--- config.mk ---
export PLATFORM = sky130hd
export DESIGN_NAME = pic_init_arbiter
export DESIGN_NICKNAME = d
export VERILOG_FILES = /design/src/rtl/pic_pkg.sv /design/src/rtl/pic_init_rom.sv /design/src/rtl/pic_init_arbiter.sv
export SDC_FILE = /design/constraint.sdc
export NUM_CORES = 1
export LEC_CHECK = 0
export CORE_MARGIN = 3
export CORE_UTILIZATION = 41
export CTS_CLUSTER_SIZE = 14
export DETAILED_ROUTE_END_ITERATION = 10
export PLACE_DENSITY = 0.78
export SYNTH_ARGS = -nofsm -noshare
export SYNTH_HDL_FRONTEND = slang
export SYNTH_HIERARCHICAL = 1
export SYNTH_SLANG_ARGS = --single-unit
--- constraint.sdc ---
create_clock -name clk -period 1.6 [get_ports clk]
set_clock_uncertainty 0.15 [all_clocks]
set_input_delay 0.32 -clock clk [delete_from_list [all_inputs] [get_ports clk]]
set_output_delay 0.32 -clock clk [all_outputs]
set_load 0.005 [all_outputs]
--- src/rtl/pic_pkg.sv ---
// pic_pkg
//   Shared types and constants for the 8259 boot-time init arbiter.
//   - state_e : sequencer FSM states
//   - ICW/step constants used by the init ROM and the FSM
package pic_pkg;

  typedef enum logic [1:0] {BOOT, IDLE, ISSUE, GAP} state_e;

  localparam logic [7:0] ICW1_EDGE_ICW4      = 8'h11;  // edge-triggered, cascade, ICW4 needed
  localparam logic [7:0] ICW3_MASTER_CASCADE = 8'h04;  // slave hangs off IR2
  localparam logic [7:0] ICW3_SLAVE_ID       = 8'h02;  // slave cascade identity
  localparam logic [7:0] ICW4_8086           = 8'h01;  // 8086 mode, normal EOI

  localparam int         NUM_STEPS = 10;
  localparam logic [3:0] LAST_STEP = 4'(NUM_STEPS - 1);

endpackage

--- src/rtl/pic_init_rom.sv ---
// pic_init_rom
//   Combinational step -> write table for the master/slave 8259 init sequence.
//   Steps 0-4 target the master, steps 5-9 the slave (ICW1..ICW4, OCW1).
//   Ports:
//     step      in  4  sequence index 0..9
//     addr      out 1  PIC A0 for this write
//     data      out 8  write data
//     slave_sel out 1  1 = slave chip select, 0 = master
module pic_init_rom
  import pic_pkg::*;
#(
  parameter logic [7:0] MASTER_BASE = 8'h08,
  parameter logic [7:0] SLAVE_BASE  = 8'h70,
  parameter logic [7:0] MASTER_MASK = 8'hB8,
  parameter logic [7:0] SLAVE_MASK  = 8'hFF
) (
  input  logic [3:0] step,
  output logic       addr,
  output logic [7:0] data,
  output logic       slave_sel
);

  always_comb begin
    addr      = 1'b1;
    data      = 8'h00;
    slave_sel = (step >= 4'd5);
    case (step)
      4'd0, 4'd5: begin
        addr = 1'b0;
        data = ICW1_EDGE_ICW4;
      end
      4'd1:       data = {MASTER_BASE[7:3], 3'b000};
      4'd6:       data = {SLAVE_BASE[7:3], 3'b000};
      4'd2:       data = ICW3_MASTER_CASCADE;
      4'd7:       data = ICW3_SLAVE_ID;
      4'd3, 4'd8: data = ICW4_8086;
      4'd4:       data = MASTER_MASK;
      4'd9:       data = SLAVE_MASK;
      default: begin
        addr      = 1'b0;
        slave_sel = 1'b0;
      end
    endcase
  end

endmodule

--- src/rtl/pic_init_arbiter.sv ---
// pic_init_arbiter
//   Boot-time configurator for the cascaded 8259 pair. Owns the PIC I/O port
//   while writing the fixed ICW1-ICW4/OCW1 sequence to both chips, stalling
//   CPU accesses and masking the interrupt request; passes the CPU through
//   when idle.
//   Ports:
//     clk, rst_n             clock, async active-low reset
//     init_start             re-run request (ignored while busy)
//     init_busy, init_done   sequencing status / last-write pulse
//     cpu_*                  CPU side of the PIC port; cpu_wait stalls it
//     pic_*                  PIC side of the port
//     pic_interrupt_do       raw PIC interrupt request
//     cpu_interrupt_do       request gated off while sequencing
module pic_init_arbiter
  import pic_pkg::*;
#(
  parameter logic [7:0] MASTER_BASE = 8'h08,
  parameter logic [7:0] SLAVE_BASE  = 8'h70,
  parameter logic [7:0] MASTER_MASK = 8'hB8,
  parameter logic [7:0] SLAVE_MASK  = 8'hFF,
  parameter int         WRITE_GAP   = 2,
  parameter int         AUTO_INIT   = 1
) (
  input  logic       clk,
  input  logic       rst_n,
  input  logic       init_start,
  output logic       init_busy,
  output logic       init_done,
  input  logic       cpu_address,
  input  logic       cpu_read,
  input  logic       cpu_write,
  input  logic [7:0] cpu_writedata,
  input  logic       cpu_master_cs,
  input  logic       cpu_slave_cs,
  output logic       cpu_wait,
  output logic       pic_address,
  output logic       pic_read,
  output logic       pic_write,
  output logic [7:0] pic_writedata,
  output logic       pic_master_cs,
  output logic       pic_slave_cs,
  input  logic       pic_interrupt_do,
  output logic       cpu_interrupt_do
);

  localparam bit         AUTO     = (AUTO_INIT != 0);
  localparam bit         NO_GAP   = (WRITE_GAP == 0);
  localparam logic [3:0] GAP_LOAD = 4'(WRITE_GAP - 1);

  state_e     state_q, state_d;
  logic [3:0] step_q, step_d;
  logic [3:0] gap_cnt_q, gap_cnt_d;
  // BOOT is entered while reset is held; armed_q marks the single BOOT cycle
  // after release so outputs stay in pass-through (busy=0) during reset.
  logic       armed_q, armed_d;

  logic       rom_addr, rom_slave;
  logic [7:0] rom_data;

  pic_init_rom #(
    .MASTER_BASE (MASTER_BASE),
    .SLAVE_BASE  (SLAVE_BASE),
    .MASTER_MASK (MASTER_MASK),
    .SLAVE_MASK  (SLAVE_MASK)
  ) u_rom (
    .step      (step_q),
    .addr      (rom_addr),
    .data      (rom_data),
    .slave_sel (rom_slave)
  );

  always_ff @(posedge clk or negedge rst_n) begin
    if (!rst_n) begin
      state_q   <= BOOT;
      step_q    <= 4'd0;
      gap_cnt_q <= 4'd0;
      armed_q   <= 1'b0;
    end else begin
      state_q   <= state_d;
      step_q    <= step_d;
      gap_cnt_q <= gap_cnt_d;
      armed_q   <= armed_d;
    end
  end

  always_comb begin
    state_d   = state_q;
    step_d    = step_q;
    gap_cnt_d = gap_cnt_q;
    armed_d   = 1'b1;
    case (state_q)
      BOOT: begin
        step_d = 4'd0;
        if (armed_q) state_d = AUTO ? ISSUE : IDLE;
      end
      IDLE: begin
        step_d = 4'd0;
        if (init_start) state_d = ISSUE;
      end
      ISSUE: begin
        if (step_q == LAST_STEP) begin
          state_d = IDLE;
          step_d  = 4'd0;
        end else if (NO_GAP) begin
          step_d = step_q + 4'd1;
        end else begin
          state_d   = GAP;
          gap_cnt_d = GAP_LOAD;
        end
      end
      GAP: begin
        if (gap_cnt_q == 4'd0) begin
          state_d = ISSUE;
          step_d  = step_q + 4'd1;
        end else begin
          gap_cnt_d = gap_cnt_q - 4'd1;
        end
      end
      default: state_d = IDLE;
    endcase
  end

  always_comb begin
    init_busy = (state_q == ISSUE) || (state_q == GAP) ||
                ((state_q == BOOT) && armed_q && AUTO);
    init_done = (state_q == ISSUE) && (step_q == LAST_STEP);

    // Default: CPU owns the port.
    pic_address   = cpu_address;
    pic_read      = cpu_read;
    pic_write     = cpu_write;
    pic_writedata = cpu_writedata;
    pic_master_cs = cpu_master_cs;
    pic_slave_cs  = cpu_slave_cs;
    cpu_wait      = 1'b0;

    if (init_busy) begin
      // Sequencer owns the port; a pending CPU access is held off entirely.
      pic_address   = 1'b0;
      pic_read      = 1'b0;
      pic_write     = 1'b0;
      pic_writedata = 8'h00;
      pic_master_cs = 1'b0;
      pic_slave_cs  = 1'b0;
      cpu_wait      = (cpu_read | cpu_write) & (cpu_master_cs | cpu_slave_cs);
      if (state_q == ISSUE) begin
        pic_address   = rom_addr;
        pic_write     = 1'b1;
        pic_writedata = rom_data;
        pic_master_cs = ~rom_slave;
        pic_slave_cs  = rom_slave;
      end
    end

    cpu_interrupt_do = pic_interrupt_do & ~init_busy;
  end

endmodule

Word level (Yosys, flattened, before mapping)
Index checks and enable logic that the tools add are counted.
Word-level totals
  bits in registers: 11
  bits of input ports: 17
  logic and storage cells: 73
Operators by class
  add/sub/neg operators: 2
  $lt $le $gt $ge: 1
  equal/unequal tests: 18
  mux-type cells: 26
  bitwise logic cells: 6
  reduce and logical (&&, ||, !) cells: 16
Operators by type and width (number)
  one-hot mux 8 bit (8 select lines): 1
  == test 4 x 3 -> 1 bit, second input constant: 4
  two-way mux 4 bit: 4
  two-way mux 8 bit: 2
  two-way mux 1 bit: 12
  one-hot mux 4 bit (3 select lines): 1
  inequality test 2 bit, second input constant: 5
  OR reduction 10 bit: 1
  == test 4 x 2 -> 1 bit, second input constant: 2
  == test 4 bit, second input constant: 2
  zero test 4 bit: 2
  two-way mux 2 bit: 4
  one-hot mux 2 bit (4 select lines): 1
  one-hot mux 4 bit (2 select lines): 1
  OR reduction 8 bit: 1
  AND reduction 3 bit: 2
  OR reduction 2 bit: 3
  adder 4 x 1 -> 4 bit, second input constant: 1
  == test 2 bit, second input constant: 2
  == test 4 x 1 -> 1 bit, second input constant: 1
  greater-or-equal comparator 4 x 3 -> 1 bit, second input constant: 1
  subtractor 4 x 1 -> 4 bit, second input constant: 1
  bitwise AND 1 bit: 2
  == test 2 x 1 -> 1 bit, second input constant: 1
  8 further kinds: 12

Depth between registers and ports, before layout
  depth after elaboration: 6
  gate-level depth with buffers: 5

Modules after synthesis
The synthesis kept the hierarchy.
Modules (own cells, without submodules)
  pic_init_arbiter: times used 1, cells each 82, area each 783.3 um^2, sequential area each 275.3 um^2
  pic_init_rom: times used 1, cells each 33, area each 245.2 um^2, sequential area each 0.0 um^2

Least setup slack after synthesis
Ideal clock, no wire load.
  kind: flip-flop to output port
  start: register step_q[0]
  end: output port pic_address
  arrival time: 1.288 ns
  required time: 1.130 ns
  slack: -0.158 ns
  stages on the path, launching flop included: 4
  path buffers: 0
  path through: dfrtp_1 > or4_1 > o211a_1 > a22o_1
Between the ends
  longest elaborated chain between the ends: 5
Ends and longest elaborated chain
  from (decl): line pic_init_arbiter.sv:51  | logic [3:0] step_q, step_d;
  from (signal assigned): line pic_init_arbiter.sv:80  | step_q <= step_d;
  == test 4 bit (tied with other cells): line pic_init_rom.sv:27  | case (step)
  OR reduction 8 bit (no line) *
  two-way mux 1 bit *: line pic_init_rom.sv:27
  net rom_addr: line pic_init_arbiter.sv:57  | logic rom_addr, rom_slave;
  two-way mux 1 bit *: line pic_init_arbiter.sv:146  | if (state_q == ISSUE) begin
  two-way mux 1 bit *: line pic_init_arbiter.sv:137  | if (init_busy) begin
  to (decl): line pic_init_arbiter.sv:36  | output logic pic_address,
The timed path passes the listed nets; every way through them passes the cells marked *.

Worst setup path after layout
  start: register step_q[3]
  end: output port pic_writedata[7]
Between the ends
  longest elaborated chain between the ends: 5
Ends and longest elaborated chain
  == test 4 x 2 -> 1 bit (tied with other cells): line pic_init_rom.sv:27
  OR reduction 2 bit: line pic_init_rom.sv:27
  one-hot mux 8 bit (8 select lines) *: line pic_init_rom.sv:27
  net rom_data[7]: line pic_init_arbiter.sv:58  | logic [7:0] rom_data;
  two-way mux 8 bit *: line pic_init_arbiter.sv:146
  two-way mux 8 bit *: line pic_init_arbiter.sv:137
  to (decl): line pic_init_arbiter.sv:39  | output logic [7:0] pic_writedata,
Marked as above.

==> results.md <==
- Number of pins exceeding their max-slew limit in the final report: 0
- Delay of the slowest cell on the worst path: around 460 ps
- Largest net degree at the start of global routing: 13
- DR DRC count: 0
- Most numerous cell on the critical path: buf_6
- Prevailing post-synth register cell: dfrtp_1
- CP Cell Sequence: or3b_4 -> buf_6 -> buf_6 -> a21oi_2 -> a22o_1 -> buf_2
- Vias post-DR: approximately 1,400
- Sum of routed wire length over all layers: just over 5000 um
- Clock transition at the registers of the reported paths: 80 ps
- Number of placement rows: 17
- FF-to-FF setup slack: -140 ps
- Distinct cell type count of the synthesized netlist: between 40 and 50
- Clock buffers created by TritonCTS: 3
- Max capacitance violation total: 0
- Initial antenna violation count: 0
- Total iterations of the first detailed-routing run: 4
- Clock tree from TritonCTS: built
- Cell total after placement: around 200
- Bufs on Longest Clock Path: 2
- Starting utilization of the core area: 44.77%
- Layout net count: 230
- Origin of the critical flop-to-flop path: gap_cnt_q[0]$_DFFE_PN0P_
- Crit path kind: flop to output port
- Leakage dissipation: approximately 0.001 uW
- Count of yosys warnings during synthesis: 6
- Clock root buffer master: clkbuf_4
- Total of flip-flops plus latches after synthesis: 11
- Cell count after synthesis: 115
- Endpoints failing hold: 0
- Setup crit end kind: output port
- Result of the run: finished, violations left
- CP max FO: 5
- Endpoint of the lowest-slack register-to-register path: step_q[3]$_DFFE_PN0P_
- Storage cell area: ~280 um2
- Violated checks: setup timing
- Area of all placed cells without fillers: around 0.0021 mm2
- Type of the most critical hold path: primary input to async pin
- Share of the yosys chip area belonging to registers: 26.76%
- Final setup viols: 26
- Setup TNS after final layout: -8296 ps
- Number of nets still failing antenna checks after routing: 0
- P&R area growth vs syn: 107.1%
- Portion of the clock cycle consumed by the worst path in the final layout: 141.1%
- Worst IR Drop VDD: ~1.7 mV
- Launching instance or port of the critical path: step_q[3]$_DFFE_PN0P_
- Vias in the first global route: about 1,300
- Nature of the critical path startpoint: flop
- Met3 layer usage reported by global route: under 10%
- Data arrival at the endpoint of the critical path: 1790 ps
- Die outline area: between 0.003 and 0.004 mm2
- Total cell area at the placement stage: ~0.0016 mm2
- Cell with the largest stage delay on the worst path: dfrtp_2
- H-tree levels: 1
- Total core area: ~0.0023 mm2
- Average wire per cell in the routed design: about 22 um
- Crit path depth: 6
- Global-route track usage on met2: 48.91%
- Pwr Density: ~1600 mW/mm2
- Die width: ~56 um
- Syn Area/Cell: 8.943 um2
- Count of flip-flops with a built-in enable after synthesis: 0
- Met1 Resource Use GR: 24.61%
- Multi-input gate area in the final layout: just under 900 um2
- Required time at the endpoint of the critical path: around 1100 ps
- Synth Cell Area: ~0.001 mm2
- Detailed router's first-iteration violation count: 52
- Final total power: between 3000 and 4000 uW
- Clock sink total: 11
- Port Buffers: 33
- Count of cells along the worst register-to-register path: 5
- HPWL after DPL: approximately 2300 um
- Floorplan die height: 56.09 um
- Worst setup margin: -657.6 ps
- Avg Vias per Cell: about 6.1
- Fill cells: 83
- Worst-Skew Late Latency: about 290 ps
- Clock period minus worst slack: around 2300 ps
- Placer congestion estimate: slightly below 0.9
- Async set-or-reset flop fraction in the synthesized netlist: between 90% and 100%
- Top-level port count: 34
- First-pass GRT wire length: 6251 um
- Number of antenna repair diodes: 0
- All-layer global routing usage: about a quarter
- Most used routing layer: met2
- Worst setup endpoint: pic_writedata[7]
- Crit path max-delay family: flip-flops
- Fmax: 443.0 MHz
- Worst hold slack: around 180 ps
- Syn Nets: roughly 140
- Proportion of layout cells with a drive suffix above 1: a little over three fifths
- Number of buffers and inverters on the critical path: 3
- Setup repair after global routing missed its margin: true
- Leftover overflow at the end of global routing: 0
- Cell Count, Final, Fillers Out: about 240
[what timing repair did]
| action | 4_1_cts | 5_1_grt |
|---|---|---|
| pin swaps | 18 | 19 |
| setup buffers | 24 | 11 |
| setup endpoints to repair | 23 | 27 |
| resized for setup | 113 | 45 |
| hold buffers | 0 | 0 |
[synth_stat cells, types with 2 or more instances]
library cell   n  area share [%]
mux2_2         2             2.2
or3b_1         2             1.7
buf_6          4             4.4
nand2b_1       4             2.4
a22o_1        10             8.5
nor3_1         3             1.5
mux2i_1        3             2.9
nor2b_1        3             1.8
nand2_1        4             1.5
and2_1         2             1.2
a21oi_1        7             3.4
o21ai_0        6             2.9
o2111ai_1      2             1.7
nor2_1         4             1.5
buf_2          2            0.97
nand3_1        5             2.4
or3b_4         2             2.2
ha_1           3             3.7
dfrtp_1       11              27
or4_1          2             1.5
nand3b_1       4             2.9
inv_1          6             2.2
[flip-flops by register name, summed over array words and instances (netlist names)]
signal	count
gap_cnt_q	4
step_q	4
state_q	2
armed_q	1
[layout make-up]
cell class                 instances  area share [%]
multi-input combinational         90           41.19
inverter                           6           1.293
sequential                        11           13.16
tap                               28           1.645
timing repair buffer              98           41.48
clock buffer                       4           1.234
[cells in the final DEF (no fill, tap or decap), types with 2 or more instances in the layout]
cell type,Yosys,layout
ha_4,0,2
nand2_4,0,2
nand3_1,5,4
nor2b_2,0,2
nor2_1,4,2
o21ai_0,6,2
o21ai_1,1,4
nor3_1,3,2
inv_4,0,2
o21ai_2,1,2
nand3b_1,4,4
dfrtp_2,0,4
inv_2,0,2
a21oi_2,0,2
a21oi_4,0,2
mux2_4,0,2
mux2i_1,3,3
or3b_4,2,5
clkdlybuf4s50_1,0,16
dfrtp_1,11,7
buf_2,2,14
a22o_1,10,10
buf_8,0,2
nand2b_1,4,3
nand2_1,4,2
buf_4,1,32
inv_1,6,2
clkbuf_4,0,3
buf_6,4,34
a21oi_1,7,3
and2_4,0,2
o2111ai_1,2,2
[power by group]
part,internal (uW),switching (uW),total (uW)
combinational,1570,1190,2760
sequential,373,103,475
clock,97.2,115,212
total,2040,1410,3440
[metal layers]
| metal | vias up | share of wire [%] |
|---|---|---|
| met3 | 33 | 6.1 |
| met1 | 693 | 35 |
| li1 | 623 | - |
| met2 | 92 | 51 |
| met5 | - | 0 |
| met4 | 0 | 8.1 |
[per-stage QoR]
step / setup WS [ps] / util, %
2_1_floorplan: -120.1 / -
3_3_place_gp: -566.8 / 69.77
3_5_place_dp: -594.9 / 69.77
4_1_cts: -586.0 / 82.24
5_1_grt: -707.8 / 92.70
6_report: -657.6 / 92.70
[how the worst min path moves through the flow]
stage / cells after the start / slack, ps / end
6_report: 2 / 180 / gap_cnt_q[3]$_DFFE_PN0P_
2_1_floorplan: 0 / -130 / armed_q$_DFF_PN0_
3_3_place_gp: 1 / 410 / gap_cnt_q[3]$_DFFE_PN0P_
5_1_grt: 2 / 190 / gap_cnt_q[3]$_DFFE_PN0P_
3_5_place_dp: 2 / 440 / gap_cnt_q[1]$_DFFE_PN0P_
4_1_cts: 2 / 190 / gap_cnt_q[2]$_DFFE_PN0P_
[logic make-up (layout without fill, tap and decap cells)]
kind of cell	after synthesis	after routing	synth area share [%]
AND/OR/NAND/NOR	42	42	26.76
multiplexers	5	5	5.109
AO/OA/AOI/OAI	37	37	26.04
buffers and inverters	14	108	9.610
XOR/XNOR	2	2	1.703
other	1	1	0.3646
adder cells (fa/ha/maj)	3	3	3.650
flip-flops	11	11	26.76
(Power assumes the default switching activity.)
